===== config.mk =====
export PLATFORM = sky130hd
export DESIGN_NAME = mem_stage_lsu
export DESIGN_NICKNAME = d
export VERILOG_FILES = /design/src/rtl/mem_stage_lsu_pkg.sv /design/src/rtl/mem_stage_lsu_align.sv /design/src/rtl/mem_stage_lsu.sv
export SDC_FILE = /design/constraint.sdc
export NUM_CORES = 1
export LEC_CHECK = 0
export ABC_AREA = 0
export CAP_MARGIN = 20
export CORE_MARGIN = 10
export CORE_UTILIZATION = 39
export CTS_BUF_LIST = sky130_fd_sc_hd__clkbuf_4 sky130_fd_sc_hd__clkbuf_8
export DETAILED_ROUTE_END_ITERATION = 10
export PLACE_DENSITY = 0.72
export SETUP_SLACK_MARGIN = 0.5
export SYNTH_ARGS = -nofsm -noshare
export SYNTH_HDL_FRONTEND = slang
export SYNTH_SLANG_ARGS = --single-unit

===== constraint.sdc =====
create_clock -name clk -period 2.5 [get_ports clk]
set_input_delay 0.625 -clock clk [delete_from_list [all_inputs] [get_ports clk]]
set_output_delay 0.625 -clock clk [all_outputs]
set_load 0.01 [all_outputs]

===== src/rtl/mem_stage_lsu_pkg.sv =====
// Shared types and funct3 encodings for the MEM-stage load/store unit.
// Branch encodings sit beside the memory ones so the decoder and LSU share one table.
package mem_stage_lsu_pkg;

    typedef enum logic {
        S_IDLE = 1'b0,
        S_WAIT = 1'b1
    } lsu_state_t;

    localparam logic [2:0] F3_BEQ  = 3'd0;
    localparam logic [2:0] F3_BNE  = 3'd1;
    localparam logic [2:0] F3_BLT  = 3'd4;
    localparam logic [2:0] F3_BGE  = 3'd5;
    localparam logic [2:0] F3_BLTU = 3'd6;
    localparam logic [2:0] F3_BGEU = 3'd7;

    localparam logic [2:0] F3_LB   = 3'd0;
    localparam logic [2:0] F3_LH   = 3'd1;
    localparam logic [2:0] F3_LW   = 3'd2;
    localparam logic [2:0] F3_LBU  = 3'd4;
    localparam logic [2:0] F3_LHU  = 3'd5;

    localparam logic [2:0] F3_SB   = 3'd0;
    localparam logic [2:0] F3_SH   = 3'd1;
    localparam logic [2:0] F3_SW   = 3'd2;

endpackage


===== src/rtl/mem_stage_lsu_align.sv =====
// Byte-lane steering for stores, extraction/extension for loads, and the
// alignment/legality decode of a memory op. Purely combinational.
module mem_stage_lsu_align
    import mem_stage_lsu_pkg::*;
#(
    parameter int XLEN = 32
) (
    input  logic [1:0]      addr_lo,
    input  logic [2:0]      funct3,
    input  logic            is_load,
    input  logic            is_store,
    input  logic [XLEN-1:0] store_data,
    input  logic [XLEN-1:0] rdata,
    output logic [3:0]      wstrb,
    output logic [XLEN-1:0] wdata,
    output logic [XLEN-1:0] load_data,
    output logic            misaligned,
    output logic            illegal
);

    logic [7:0]  byte_sel;
    logic [15:0] half_sel;

    assign byte_sel = rdata[{addr_lo, 3'b000} +: 8];
    assign half_sel = rdata[{addr_lo[1], 4'b0000} +: 16];

    always_comb begin
        wstrb      = 4'b0000;
        wdata      = store_data;
        load_data  = rdata;
        misaligned = 1'b0;
        illegal    = 1'b0;
        if (is_load && is_store) begin
            illegal = 1'b1;
        end else if (is_store) begin
            case (funct3)
                F3_SB: begin
                    wstrb = 4'b0001 << addr_lo;
                    wdata = {4{store_data[7:0]}};
                end
                F3_SH: begin
                    wstrb      = 4'b0011 << addr_lo;
                    wdata      = {2{store_data[15:0]}};
                    misaligned = addr_lo[0];
                end
                F3_SW: begin
                    wstrb      = 4'b1111;
                    misaligned = (addr_lo != 2'b00);
                end
                default: illegal = 1'b1;
            endcase
        end else if (is_load) begin
            case (funct3)
                F3_LB:  load_data = {{(XLEN-8){byte_sel[7]}}, byte_sel};
                F3_LBU: load_data = {{(XLEN-8){1'b0}}, byte_sel};
                F3_LH: begin
                    load_data  = {{(XLEN-16){half_sel[15]}}, half_sel};
                    misaligned = addr_lo[0];
                end
                F3_LHU: begin
                    load_data  = {{(XLEN-16){1'b0}}, half_sel};
                    misaligned = addr_lo[0];
                end
                F3_LW: misaligned = (addr_lo != 2'b00);
                default: illegal = 1'b1;
            endcase
        end
    end

endmodule


===== src/rtl/mem_stage_lsu.sv =====
// MEM stage: registers ALU results through to writeback and runs the data-memory
// req/ack handshake for loads and stores, stalling EX while an access is outstanding.
module mem_stage_lsu
    import mem_stage_lsu_pkg::*;
#(
    parameter int XLEN           = 32,
    parameter int TIMEOUT_CYCLES = 64
) (
    input  logic            clk,
    input  logic            reset,
    input  logic            ex_valid,
    output logic            ex_ready,
    input  logic            flush,
    input  logic            mem_read,
    input  logic            mem_write,
    input  logic [2:0]      funct3,
    input  logic [XLEN-1:0] alu_result,
    input  logic [XLEN-1:0] store_data,
    input  logic [4:0]      rd,
    input  logic            reg_write,
    output logic            dmem_req,
    output logic            dmem_we,
    output logic [XLEN-1:0] dmem_addr,
    output logic [XLEN-1:0] dmem_wdata,
    output logic [3:0]      dmem_wstrb,
    input  logic            dmem_ack,
    input  logic            dmem_err,
    input  logic [XLEN-1:0] dmem_rdata,
    output logic            wb_valid,
    output logic            wb_reg_write,
    output logic [4:0]      wb_rd,
    output logic [XLEN-1:0] wb_data,
    output logic            misaligned,
    output logic            access_fault,
    output logic [XLEN-1:0] fault_addr
);

    localparam int CW = (TIMEOUT_CYCLES > 2) ? $clog2(TIMEOUT_CYCLES) : 1;

    lsu_state_t      state_reg, state_next;
    logic [CW-1:0]   cnt_reg;
    logic            op_load_reg, op_we_reg, op_rw_reg, kill_reg;
    logic [2:0]      op_f3_reg;
    logic [XLEN-1:0] op_addr_reg, op_wdata_reg;
    logic [4:0]      op_rd_reg;
    logic [3:0]      op_wstrb_reg;

    logic            in_wait, accept, is_mem, go_wait, done_ok, done_err, timeout;
    logic [3:0]      al_wstrb;
    logic [XLEN-1:0] al_wdata, al_load_data;
    logic            al_misaligned, al_illegal;

    assign in_wait  = (state_reg == S_WAIT);
    assign accept   = (state_reg == S_IDLE) && ex_valid && !flush;
    assign is_mem   = mem_read || mem_write;
    assign go_wait  = accept && is_mem && !al_illegal && !al_misaligned;
    assign done_err = in_wait && dmem_err;
    assign done_ok  = in_wait && dmem_ack && !dmem_err;
    assign timeout  = in_wait && !dmem_ack && !dmem_err && (cnt_reg == CW'(TIMEOUT_CYCLES - 1));

    // One aligner serves both phases: live EX op in IDLE, latched op in WAIT.
    mem_stage_lsu_align #(.XLEN(XLEN)) u_align (
        .addr_lo    (in_wait ? op_addr_reg[1:0] : alu_result[1:0]),
        .funct3     (in_wait ? op_f3_reg : funct3),
        .is_load    (in_wait ? op_load_reg : mem_read),
        .is_store   (in_wait ? op_we_reg : mem_write),
        .store_data (store_data),
        .rdata      (dmem_rdata),
        .wstrb      (al_wstrb),
        .wdata      (al_wdata),
        .load_data  (al_load_data),
        .misaligned (al_misaligned),
        .illegal    (al_illegal)
    );

    always_ff @(posedge clk) begin
        if (reset) state_reg <= S_IDLE;
        else       state_reg <= state_next;
    end

    always_comb begin
        state_next = state_reg;
        case (state_reg)
            S_IDLE:  if (go_wait) state_next = S_WAIT;
            S_WAIT:  if (done_ok || done_err || timeout) state_next = S_IDLE;
            default: state_next = S_IDLE;
        endcase
    end

    always_comb begin
        ex_ready   = (state_reg == S_IDLE) && !reset;
        dmem_req   = in_wait;
        dmem_we    = in_wait && op_we_reg;
        dmem_addr  = in_wait ? {op_addr_reg[XLEN-1:2], 2'b00} : '0;
        dmem_wdata = in_wait ? op_wdata_reg : '0;
        dmem_wstrb = in_wait ? op_wstrb_reg : 4'b0000;
    end

    always_ff @(posedge clk) begin
        if (reset) begin
            cnt_reg      <= '0;
            op_load_reg  <= 1'b0;
            op_we_reg    <= 1'b0;
            op_rw_reg    <= 1'b0;
            kill_reg     <= 1'b0;
            op_f3_reg    <= 3'b000;
            op_addr_reg  <= '0;
            op_wdata_reg <= '0;
            op_rd_reg    <= 5'd0;
            op_wstrb_reg <= 4'b0000;
            wb_valid     <= 1'b0;
            wb_reg_write <= 1'b0;
            wb_rd        <= 5'd0;
            wb_data      <= '0;
            misaligned   <= 1'b0;
            access_fault <= 1'b0;
            fault_addr   <= '0;
        end else begin
            wb_valid     <= 1'b0;
            misaligned   <= 1'b0;
            access_fault <= 1'b0;
            if (accept && !is_mem) begin
                wb_valid     <= 1'b1;
                wb_data      <= alu_result;
                wb_rd        <= rd;
                wb_reg_write <= reg_write;
            end
            if (accept && is_mem) begin
                if (al_illegal) begin
                    access_fault <= 1'b1;
                    fault_addr   <= alu_result;
                end else if (al_misaligned) begin
                    misaligned <= 1'b1;
                    fault_addr <= alu_result;
                end else begin
                    op_load_reg  <= mem_read;
                    op_we_reg    <= mem_write;
                    op_f3_reg    <= funct3;
                    op_addr_reg  <= alu_result;
                    op_rd_reg    <= rd;
                    op_rw_reg    <= reg_write;
                    op_wstrb_reg <= al_wstrb;
                    op_wdata_reg <= al_wdata;
                    kill_reg     <= 1'b0;
                    cnt_reg      <= '0;
                end
            end
            if (in_wait) begin
                cnt_reg <= cnt_reg + CW'(1);
                // A store is already committed on the bus; only loads can be killed.
                if (flush && op_load_reg) kill_reg <= 1'b1;
                if (done_err || timeout) begin
                    access_fault <= 1'b1;
                    fault_addr   <= op_addr_reg;
                    cnt_reg      <= '0;
                end else if (done_ok) begin
                    wb_valid     <= !(kill_reg || (flush && op_load_reg));
                    wb_reg_write <= op_load_reg && op_rw_reg;
                    wb_rd        <= op_rd_reg;
                    wb_data      <= op_load_reg ? al_load_data : '0;
                    cnt_reg      <= '0;
                end
            end
        end
    end

endmodule


* Yosys cells after proc, flatten, opt, wreduce, memory -nomap -nowiden
Cells that the tools add are included.
** Word-level totals
- Bits in registers :: 160
- Input port bits :: 113
- Output and inout port bits :: 144
- Word-level logic and storage cells :: 141
** Operators by class
- Add/subtract/negate cells :: 1
- Eq/ne operators :: 7
- Shift operators :: 4
- Multiplexer cells :: 68
- Bitwise operators :: 4
- Reduce and logical (&&, ||, !) cells :: 39
** Operators with widths (number)
- 2-to-1 mux 32 bit :: 17
- one-hot mux 32 bit (4 select lines) :: 1
- one-hot mux 32 bit (2 select lines) :: 1
- 2-to-1 mux 6 bit :: 6
- variable part select 32 x 6 -> 16 bit :: 1
- variable part select 32 x 6 -> 8 bit :: 1
- 2-to-1 mux 1 bit :: 30
- 2-to-1 mux 5 bit :: 4
- logical AND 1 bit :: 17
- 2-to-1 mux 4 bit :: 3
- one-hot mux 4 bit (3 select lines) :: 1
- logical NOT 1 bit :: 8
- adder 6 x 1 -> 6 bit, second input constant :: 1
- == test 3 bit, second input constant :: 2
- == test 6 bit, second input constant :: 1
- one-hot mux 1 bit (2 select lines) :: 3
- AND reduction 3 bit :: 2
- OR reduction 3 bit :: 2
- logical OR 1 bit :: 5
- OR reduction 5 bit :: 1
- != test 2 bit, second input constant :: 2
- inverter 1 bit :: 4
- nonzero test 2 bit :: 2
- << shifter 1 x 2 -> 4 bit, first input constant :: 1
- other kinds (7) :: 7

* Longest topological paths before layout
Gate-level depths: netlist (run 1).
- Word-level depth :: 12
- Depth in mapped cells :: 11
- Depth with buffers taken out :: 7

* Modules after synthesis
A second synthesis (run 1) with hierarchy kept.
** Unflattened totals
- Cell total of the unflattened synthesis :: 1042
- Area, all modules :: 8037.7 µm²
** By module, submodules not included
- mem_stage_lsu :: times used 1, cells each 838, area each 6691.4 µm², seq. area each 3203.1 µm²
- mem_stage_lsu_align :: times used 1, cells each 204, area each 1346.3 µm², seq. area each 0.0 µm²

* Least setup slack after synthesis (run 1)
Ideal clock, no wire load.
- Kind :: input to register
- Start :: input alu_result[0]
- End :: register op_wstrb_reg[3]
- Setup time :: 0.123 ns
- Data arrival time :: 2.277 ns
- Required time :: 2.377 ns
- Setup slack :: 0.100 ns
- Stages :: 10
- Path buffers :: 4
- Cells stage by stage :: clkbuf_1 mux2_2 o211ai_1 a221oi_2 or3_1 clkbuf_1 buf_6 buf_2 nand3b_1 o21ai_0
** On the way
- Cells in the longest elaborated chain, start to end :: 8
- Elaborated cells between the ends (all ways) :: 14
- Classes of those cells :: shift: 2; mux: 9; bitwise: 1; reduce/logical: 2
** RTL lines
- start, declared :: line mem_stage_lsu.sv:17 : input logic [XLEN-1:0] alu_result,
- 2-to-1 mux 2 bit (*) :: line mem_stage_lsu.sv:63 : .addr_lo (in_wait ? op_addr_reg[1:0] : alu_result[1:0]),
- nonzero test 2 bit :: line mem_stage_lsu_align.sv:48, mem_stage_lsu_align.sv:64
- one-hot mux 1 bit (2 select lines) :: line mem_stage_lsu_align.sv:53 : case (funct3)
- 2-to-1 mux 1 bit :: line mem_stage_lsu_align.sv:52 : end else if (is_load) begin
- 2-to-1 mux 1 bit :: line mem_stage_lsu_align.sv:35 : end else if (is_store) begin
- 2-to-1 mux 1 bit :: line mem_stage_lsu_align.sv:33 : if (is_load && is_store) begin
- inverter 1 bit (no line)
- AND reduction 3 bit (no line)
- end signal, assigned :: line mem_stage_lsu.sv:142 : op_wstrb_reg <= al_wstrb;
- end, declared :: line mem_stage_lsu.sv:46 : logic [3:0] op_wstrb_reg;
Mark *: on every way between the ends. The rest lies on a longest branch, timed or not.
A chain may end at the register's enable or synchronous reset.

* Final worst setup path (run 1)
- Start :: register state_reg, in the netlist dmem_req
- End :: register kill_reg
** On the way
- Cells in the longest elaborated chain, start to end :: 12
- Elaborated cells between the ends (all ways) :: 33
- Classes of those cells :: eq/ne: 4; mux: 19; bitwise: 1; reduce/logical: 9
** RTL lines
- start, declared :: line mem_stage_lsu.sv:40 : lsu_state_t state_reg, state_next;
- start signal, assigned :: line mem_stage_lsu.sv:78 : else state_reg <= state_next;
- 2-to-1 mux 3 bit :: line mem_stage_lsu.sv:64 : .funct3 (in_wait ? op_f3_reg : funct3),
- == test 3 x 1 -> 1 bit / == test 3 bit (equally long branches) :: line mem_stage_lsu_align.sv:36, mem_stage_lsu_align.sv:53
- OR reduction 2 bit (no line)
- one-hot mux 1 bit (2 select lines) :: line mem_stage_lsu_align.sv:53
- 2-to-1 mux 1 bit :: line mem_stage_lsu_align.sv:52
- 2-to-1 mux 1 bit :: line mem_stage_lsu_align.sv:35
- 2-to-1 mux 1 bit :: line mem_stage_lsu_align.sv:33
- 2-to-1 mux 1 bit :: line mem_stage_lsu.sv:132 : end else if (al_misaligned) begin
- 2-to-1 mux 1 bit :: line mem_stage_lsu.sv:129 : if (al_illegal) begin
- 2-to-1 mux 1 bit :: line mem_stage_lsu.sv:128 : if (accept && is_mem) begin
- 2-to-1 mux 1 bit :: line mem_stage_lsu.sv:151 : if (flush && op_load_reg) kill_reg <= 1'b1;
- 2-to-1 mux 1 bit (*) :: line mem_stage_lsu.sv:148 : if (in_wait) begin
- end signal, assigned :: line mem_stage_lsu.sv:105 : kill_reg <= 1'b0;
- end signal, assigned :: line mem_stage_lsu.sv:144 : kill_reg <= 1'b0;
- end signal, assigned :: line mem_stage_lsu.sv:151
- end, declared :: line mem_stage_lsu.sv:42 : logic op_load_reg, op_we_reg, op_rw_reg, kill_reg;
Marks and branches as above.

==> metrics.sh, run 1 <==
STATUS='completed'
FINAL.SETUP_SKEW_NS=0.0135
DOMINANT_CELLS_BY_AREA_AFTER_SYNTHESIS='sky130_fd_sc_hd__dfxtp_1, sky130_fd_sc_hd__mux2i_1, sky130_fd_sc_hd__nor2_1'
DPL_WORST_SLACK_NS=-0.487
GLOBALROUTEOVERFLOWTOTAL=0
FIRST_GLOBAL_VIAS=8097
CLKSINKCOUNT=160
CRITICAL_PATH.MAX_FANOUT=5
FMAXACHIEVABLE_GHz=0.416
SYN_INST=951
SYNTH.LIB_CELLS_USED.DISTINCT=52
NETLIST_TOP_CELLS_COUNT='sky130_fd_sc_hd__dfxtp_1, sky130_fd_sc_hd__nor2_1, sky130_fd_sc_hd__nand2_1'
FINAL_SETUP_VIOLATIONS=0
HTREEDEPTH=4
WORSTPATHARRIVAL_NS=2.73
ROUTED_VIA_DENSITY=5.54
POST_LAYOUT_NONFILLER_INSTANCES=1525
PATH_CLASS='flip-flop to flip-flop'
SYNTH_EDF_COUNT=0
PERIOD_SHARE=0.962
ASYNC_RESET_FF_FRAC=0
WHS_ENDPOINT='op_rd_reg[3]'
RR_ENDPOINT='kill_reg'
POWER.STATIC_LEAKAGE_uW=0.00524
WORST-ENDPOINT-REQUIRED_NS=2.83
SYNTHESIS_STAGE_REGISTER_BIT_COUNT=160
RR_STARTPOINT='dmem_req'
DRIVE_GT1_FRAC=0.221
WHS_PATH_DEPTH=2
SYNTH_LARGEST_AREA_CELL='sky130_fd_sc_hd__dfxtp_1'
MAX_CAP_VIOL_COUNT=0
CRITPATHLAUNCHTYPE='flip-flop'
DIE_W_UM=161
INITIAL_CORE_UTIL=0.399
R2R_SLACK_NS=0.09
CLOCK_INSERTION_DELAY_WORST_SKEW_NS=0.46
WIRE_LENGTH_OF_THE_FIRST_GLOBAL_ROUTING_PASS_MM=47.1
TIMING_WORST_SLEW_PIN_VALUE_NS=0.638
CP-END-KIND='flip-flop'
NUMBER_OF_NETS_WITH_ANTENNA_VIOLATIONS_AFTER_DETAILED_ROUTING=0
SYN_AREA_PER_CELL_UM2=8.19
DRT_WL_TOTAL_MM=33.1
YOSYSSEQAREASHARE=0.411
CTS_HOLD_BUFFERS=0
POST-ROUTE-WORST-SETUP-SLACK_NS=0.0946
LARGEST_NET_DEGREE_AT_THE_START_OF_GLOBAL_ROUTING=100
DIEAREA_UM2=26000
CRITICAL-PATH-TOP-DELAY-FAMILY='compound AO/OA/AOI/OAI gates'
FILL_CELLS=1651
MAX_STAGE_DELAY_CELL_WORST_PATH='sky130_fd_sc_hd__or3_4'
POST_LAYOUT_MIN_PERIOD_NS=2.41
HOLD_SLACK_NS=0.462
TRITONCTS.NUM_BUFFERS=17
VIAS=8455
POST_SYNTH_INSTANCE_AREA_UM2=7790
POSTSYNTH.TOPFLOPCELL='sky130_fd_sc_hd__dfxtp_1'
POWER_DENSITY_OF_THE_PLACED_CELLS_nW_PER_UM2=465
COREAREA_UM2=19500
HOLD_VIOL_FINAL=0
MULTI_INPUT_AREA_UM2=4530
LAUNCH_POINT_OF_THE_WORST_HOLD_PATH='op_rd_reg[3]'
SYNTHESIS.YOSYS.WARNINGS=0
AREA_GROWTH_PCT=55.9
YOSYSTOPAREACELLSHARE=0.411
RSZ0062_AT_GRT='yes'
LEADING_CELL_TYPE_BY_NUMBER_OF_INSTANCES_AFTER_SYNTHESIS='sky130_fd_sc_hd__dfxtp_1'
FINAL_ROUTED_WIRE_LENGTH_DIVIDED_BY_CELL_COUNT_UM=21.7
STAGE_DELAY_OF_THE_SLOWEST_CELL_ON_THE_CRITICAL_PATH_NS=0.43
PLACE.DETAILED.HPWL_MM=22.5
GLOBALROUTETOTALUTIL=0.226
MAX-SLEW-MARGIN-REL=0.570
NUMBER_OF_TOP_LEVEL_DESIGN_PORTS=257
TIMING.HOLD.WORST.CLASS='flip-flop to flip-flop'
R2R_CELLS=10
CRITICAL_PATH_BUFFERS_AND_INVERTERS=4
CLOCK_TREE.ROOT_CELL='sky130_fd_sc_hd__clkbuf_8'
DETAIL_ROUTE.ITER0.VIOLATIONS=709
DRC=0
DIE_HEIGHT_UM=161
FINAL_MAX_SLEW_VIOLS=0
CTS_TREE='yes'
GRT_ANTENNA_BEFORE_REPAIR=2
CLK_TRANSITION_REPORTED_PATHS_NS=0.08
CRIT_PATH_CELL_TRACE='buf_8, buf_6, mux2_4, o211ai_1, a221oi_4, or3_4, buf_12, buf_12, a32oi_2, nor2_1'
ANTENNA-DIODE-COUNT=0
POWER_uW=5650
CTS_MAX_PATH_BUFFERS=2
FIRSTDRTPASSITERS=6
ROUTABILITYCONGESTION=0.887
DPL.CELL_COUNT=1464
FINAL_CORE_UTILIZATION=0.622
FINAL_NET_COUNT=1362
FLOORPLAN.ROWS=51
CELL_SEEN_MOST_OFTEN_AMONG_CRITICAL_PATH_STAGES='sky130_fd_sc_hd__buf_12'
IO_BUFFER_COUNT=254
SEQ_AREA_UM2=3210
WORST_VOLTAGE_DROP_ACROSS_THE_VDD_GRID_mV=0.368
cell type report:
type                       count  area share
multi-input combinational    706       0.373
tap                          265      0.0273
clock inverter                10     0.00536
clock buffer                  21      0.0228
timing repair buffer         359       0.306
inverter                       4     0.00124
sequential                   160       0.264
per-stage QoR:
stage,instance area [µm²],setup TNS (ns)
CTS,11600,0
global placement,11100,-50.28
detailed placement,11100,-57.26
finish,12100,0
global route,12100,-0.0286
floorplan,7990,0
power breakdown:
part | switching (µW) | leakage, µW | internal, µW | total [µW]
registers | 73.1 | 0.00130 | 2660 | 2730
clock network | 976 | 0.000162 | 747 | 1720
logic | 579 | 0.00378 | 618 | 1200
total | 1630 | 0.00524 | 4020 | 5650
tightest hold or removal path: cells and delay by family, from the launching register on:
| kind | cells | cell delay [ns] |
|---|---|---|
| DFF | 1 | 0.32 |
| AOI/OAI and AO/OA | 1 | 0.05 |
| and+or+nand+nor | 1 | 0.06 |
layer usage:
layer / global-route usage / part of all wire / vias up
met5: 0 / 0.00082 / -
met4: 0.0645 / 0.025 / 4
met3: 0.101 / 0.12 / 59
met2: 0.360 / 0.46 / 431
met1: 0.270 / 0.40 / 3989
li1: - / - / 3972
cell families (layout without fill, tap and decap cells):
| family | count (synthesis) | count (layout) | share of synthesized area |
|---|---|---|---|
| flip-flops | 160 | 160 | 0.411 |
| AND/OR/NAND/NOR | 386 | 386 | 0.225 |
| buffers and inverters | 86 | 394 | 0.0484 |
| multiplexers | 66 | 66 | 0.0869 |
| AO/OA/AOI/OAI | 251 | 251 | 0.226 |
| adder cells (fa/ha/maj) | 1 | 1 | 0.00161 |
| other | 1 | 2 | 0.000482 |
worst max path at each step:
stage               from               end  depth (start not counted)
2_1_floorplan  funct3[1]   op_wstrb_reg[0]                          8
3_3_place_gp    mem_read   op_wstrb_reg[3]                          8
3_5_place_dp    mem_read   op_addr_reg[23]                          9
4_1_cts         dmem_req     dmem_addr[15]                          3
5_1_grt         dmem_req  op_wdata_reg[19]                         10
6_report        dmem_req          kill_reg                         10
repair_timing:
item                       4_1_cts  5_1_grt
buffers inserted                 5       14
gates cloned                     0       11
setup endpoints to repair      274      294
gates resized for setup         19      192
pin swaps                        2        8
cell usage in the layout, fill, tap and decap left out, types with 28 or more instances in the layout:
cell and count:
sky130_fd_sc_hd__a211oi_1 28, sky130_fd_sc_hd__a21oi_1 77, sky130_fd_sc_hd__and2_1 49, sky130_fd_sc_hd__buf_4 68, sky130_fd_sc_hd__clkdlybuf4s50_1 186, sky130_fd_sc_hd__dfxtp_1 159, sky130_fd_sc_hd__mux2i_1 53, sky130_fd_sc_hd__nand2_1 112
sky130_fd_sc_hd__nor2_1 141, sky130_fd_sc_hd__o221a_2 32
Power figures use the tool's default switching activity.
==> run 2, diff against run 1 <==
- TNS_END_PERCENT: default -> 10
==> metrics.sh, run 2 (synthesis results as in run 1) <==
CRITPATHLAUNCHTYPE='flip-flop'
DRT_WL_TOTAL_MM=32.3
STATUS='completed'
CTS_HOLD_BUFFERS=0
FIRSTDRTPASSITERS=5
FMAXACHIEVABLE_GHz=0.425
POST_LAYOUT_NONFILLER_INSTANCES=1525
ROUTED_VIA_DENSITY=5.51
DETAIL_ROUTE.ITER0.VIOLATIONS=650
DRIVE_GT1_FRAC=0.191
DRC=0
DIE_W_UM=161
NUMBER_OF_NETS_WITH_ANTENNA_VIOLATIONS_AFTER_DETAILED_ROUTING=0
IO_BUFFER_COUNT=254
PATH_CLASS='flip-flop to flip-flop'
CTS_TREE='yes'
WORST_VOLTAGE_DROP_ACROSS_THE_VDD_GRID_mV=0.329
DPL.CELL_COUNT=1465
POST_LAYOUT_MIN_PERIOD_NS=2.36
MAX-SLEW-MARGIN-REL=0.512
CTS_MAX_PATH_BUFFERS=2
POWER.STATIC_LEAKAGE_uW=0.00498
DIE_HEIGHT_UM=161
GLOBALROUTETOTALUTIL=0.232
INITIAL_CORE_UTIL=0.399
FINAL_ROUTED_WIRE_LENGTH_DIVIDED_BY_CELL_COUNT_UM=21.2
TIMING_WORST_SLEW_PIN_VALUE_NS=0.724
WIRE_LENGTH_OF_THE_FIRST_GLOBAL_ROUTING_PASS_MM=48.1
CRITICAL_PATH.MAX_FANOUT=7
HTREEDEPTH=4
CLOCK_INSERTION_DELAY_WORST_SKEW_NS=0.48
FINAL_SETUP_VIOLATIONS=0
CP-END-KIND='flip-flop'
GRT_ANTENNA_BEFORE_REPAIR=1
FIRST_GLOBAL_VIAS=8132
WORSTPATHARRIVAL_NS=2.71
PLACE.DETAILED.HPWL_MM=22.2
FINAL_COMMON_CELL='sky130_fd_sc_hd__clkdlybuf4s50_1'
CLOCK_TREE.ROOT_CELL='sky130_fd_sc_hd__clkbuf_8'
COREAREA_UM2=19500
R2R_SLACK_NS=0.14
POWER_DENSITY_OF_THE_PLACED_CELLS_nW_PER_UM2=510
HOLD_SLACK_NS=0.454
ROUTABILITYCONGESTION=0.875
MOST-COMMON-LAYOUT-CELLS='sky130_fd_sc_hd__clkdlybuf4s50_1, sky130_fd_sc_hd__dfxtp_1, sky130_fd_sc_hd__nor2_1'
LARGEST_NET_DEGREE_AT_THE_START_OF_GLOBAL_ROUTING=106
ANTENNA-DIODE-COUNT=0
FINAL_MAX_SLEW_VIOLS=0
GLOBALROUTEOVERFLOWTOTAL=0
WORST-ENDPOINT-REQUIRED_NS=2.85
DIEAREA_UM2=26000
CLK_TRANSITION_REPORTED_PATHS_NS=0.09
FINAL_NET_COUNT=1361
VIAS=8396
CLKSINKCOUNT=160
AREA_GROWTH_PCT=53.9
TRITONCTS.NUM_BUFFERS=17
RSZ0062_AT_GRT='yes'
PERIOD_SHARE=0.942
TIMING.HOLD.WORST.CLASS='flip-flop to flip-flop'
FLOORPLAN.ROWS=51
MAX_CAP_VIOL_COUNT=0
FINAL.SETUP_SKEW_NS=0.0126
NUMBER_OF_TOP_LEVEL_DESIGN_PORTS=257
HOLD_VIOL_FINAL=0
-- run 2: changes by cell type in the layout (fill, tap and decap cells not counted), moves of 16 or more --
| cell | before | now |
|---|---|---|
| sky130_fd_sc_hd__dlygate4sd2_1 | 7 | 39 |
| sky130_fd_sc_hd__buf_2 | 3 | 26 |
| sky130_fd_sc_hd__clkbuf_2 | 23 | 0 |
| sky130_fd_sc_hd__dlymetal6s2s_1 | 23 | 0 |
| sky130_fd_sc_hd__and2_1 | 49 | 65 |
| sky130_fd_sc_hd__and2_4 | 17 | 1 |
-- run 2: path summary, 6_finish.rpt --
kind | startpoint | to | cells after the start
min | op_wdata_reg[0] | op_wdata_reg[0] | 2
max reg2reg | dmem_req | op_wstrb_reg[2] | 10
max | dmem_req | op_wstrb_reg[2] | 10
min reg2reg | op_wdata_reg[0] | op_wdata_reg[0] | 2
-- run 2: what timing repair did --
action / in CTS / in global routing
setup endpoints to repair: 292 / 301
pin swaps: 7 / 5
resized for setup: 198 / 18
setup buffers: 16 / 3
cloned: 3 / 6
endpoints found under the hold margin: 0 / 0
-- run 2: cell type report --
cell class,instances,area (µm²)
fill,1749,7540
clock inverter,14,201
timing repair buffer,358,3600
inverter,4,15.0
tap,265,332
sequential,160,3210
clock buffer,18,248
multi-input combinational,706,4390
-- run 2: power by group --
group	internal (µW)	leakage, µW	switching (µW)	total, µW
Combinational	611	0.00346	558	1170
Sequential	2660	0.00130	69.6	2730
Clock	1130	0.000221	1090	2220
-- run 2: worst max-delay path, stage by stage, from the launching register on --
cell	delay, ns
sky130_fd_sc_hd__dfxtp_4	0.42
sky130_fd_sc_hd__buf_6	0.16
sky130_fd_sc_hd__mux2i_4	0.27
sky130_fd_sc_hd__a21oi_1	0.10
sky130_fd_sc_hd__a311o_1	0.35
sky130_fd_sc_hd__buf_4	0.17
sky130_fd_sc_hd__nor3_4	0.16
sky130_fd_sc_hd__buf_6	0.22
sky130_fd_sc_hd__buf_12	0.15
sky130_fd_sc_hd__mux2i_1	0.19
sky130_fd_sc_hd__nor2_1	0.05
-- run 2: metrics by stage --
step	setup WS, ns	total power, µW	instance area (µm²)	util	TNS, ns
after floorplan	0.188	3250	7870	-	0
after global placement	-0.415	3820	11100	0.567	-41.01
after detailed placement	-0.589	3830	11100	0.567	-51.16
after CTS	0.190	6090	11700	0.600	0
after global routing	0.0788	6330	12000	0.614	0
final	0.145	6120	12000	0.614	0
-- run 2: routing by layer --
layer | GRT usage | up-vias | wire [µm]
met5 | 0 | - | 13
li1 | - | 3965 | -
met1 | 0.288 | 4027 | 13400
met2 | 0.361 | 357 | 14800
met4 | 0.0674 | 2 | 693
met3 | 0.0951 | 45 | 3470
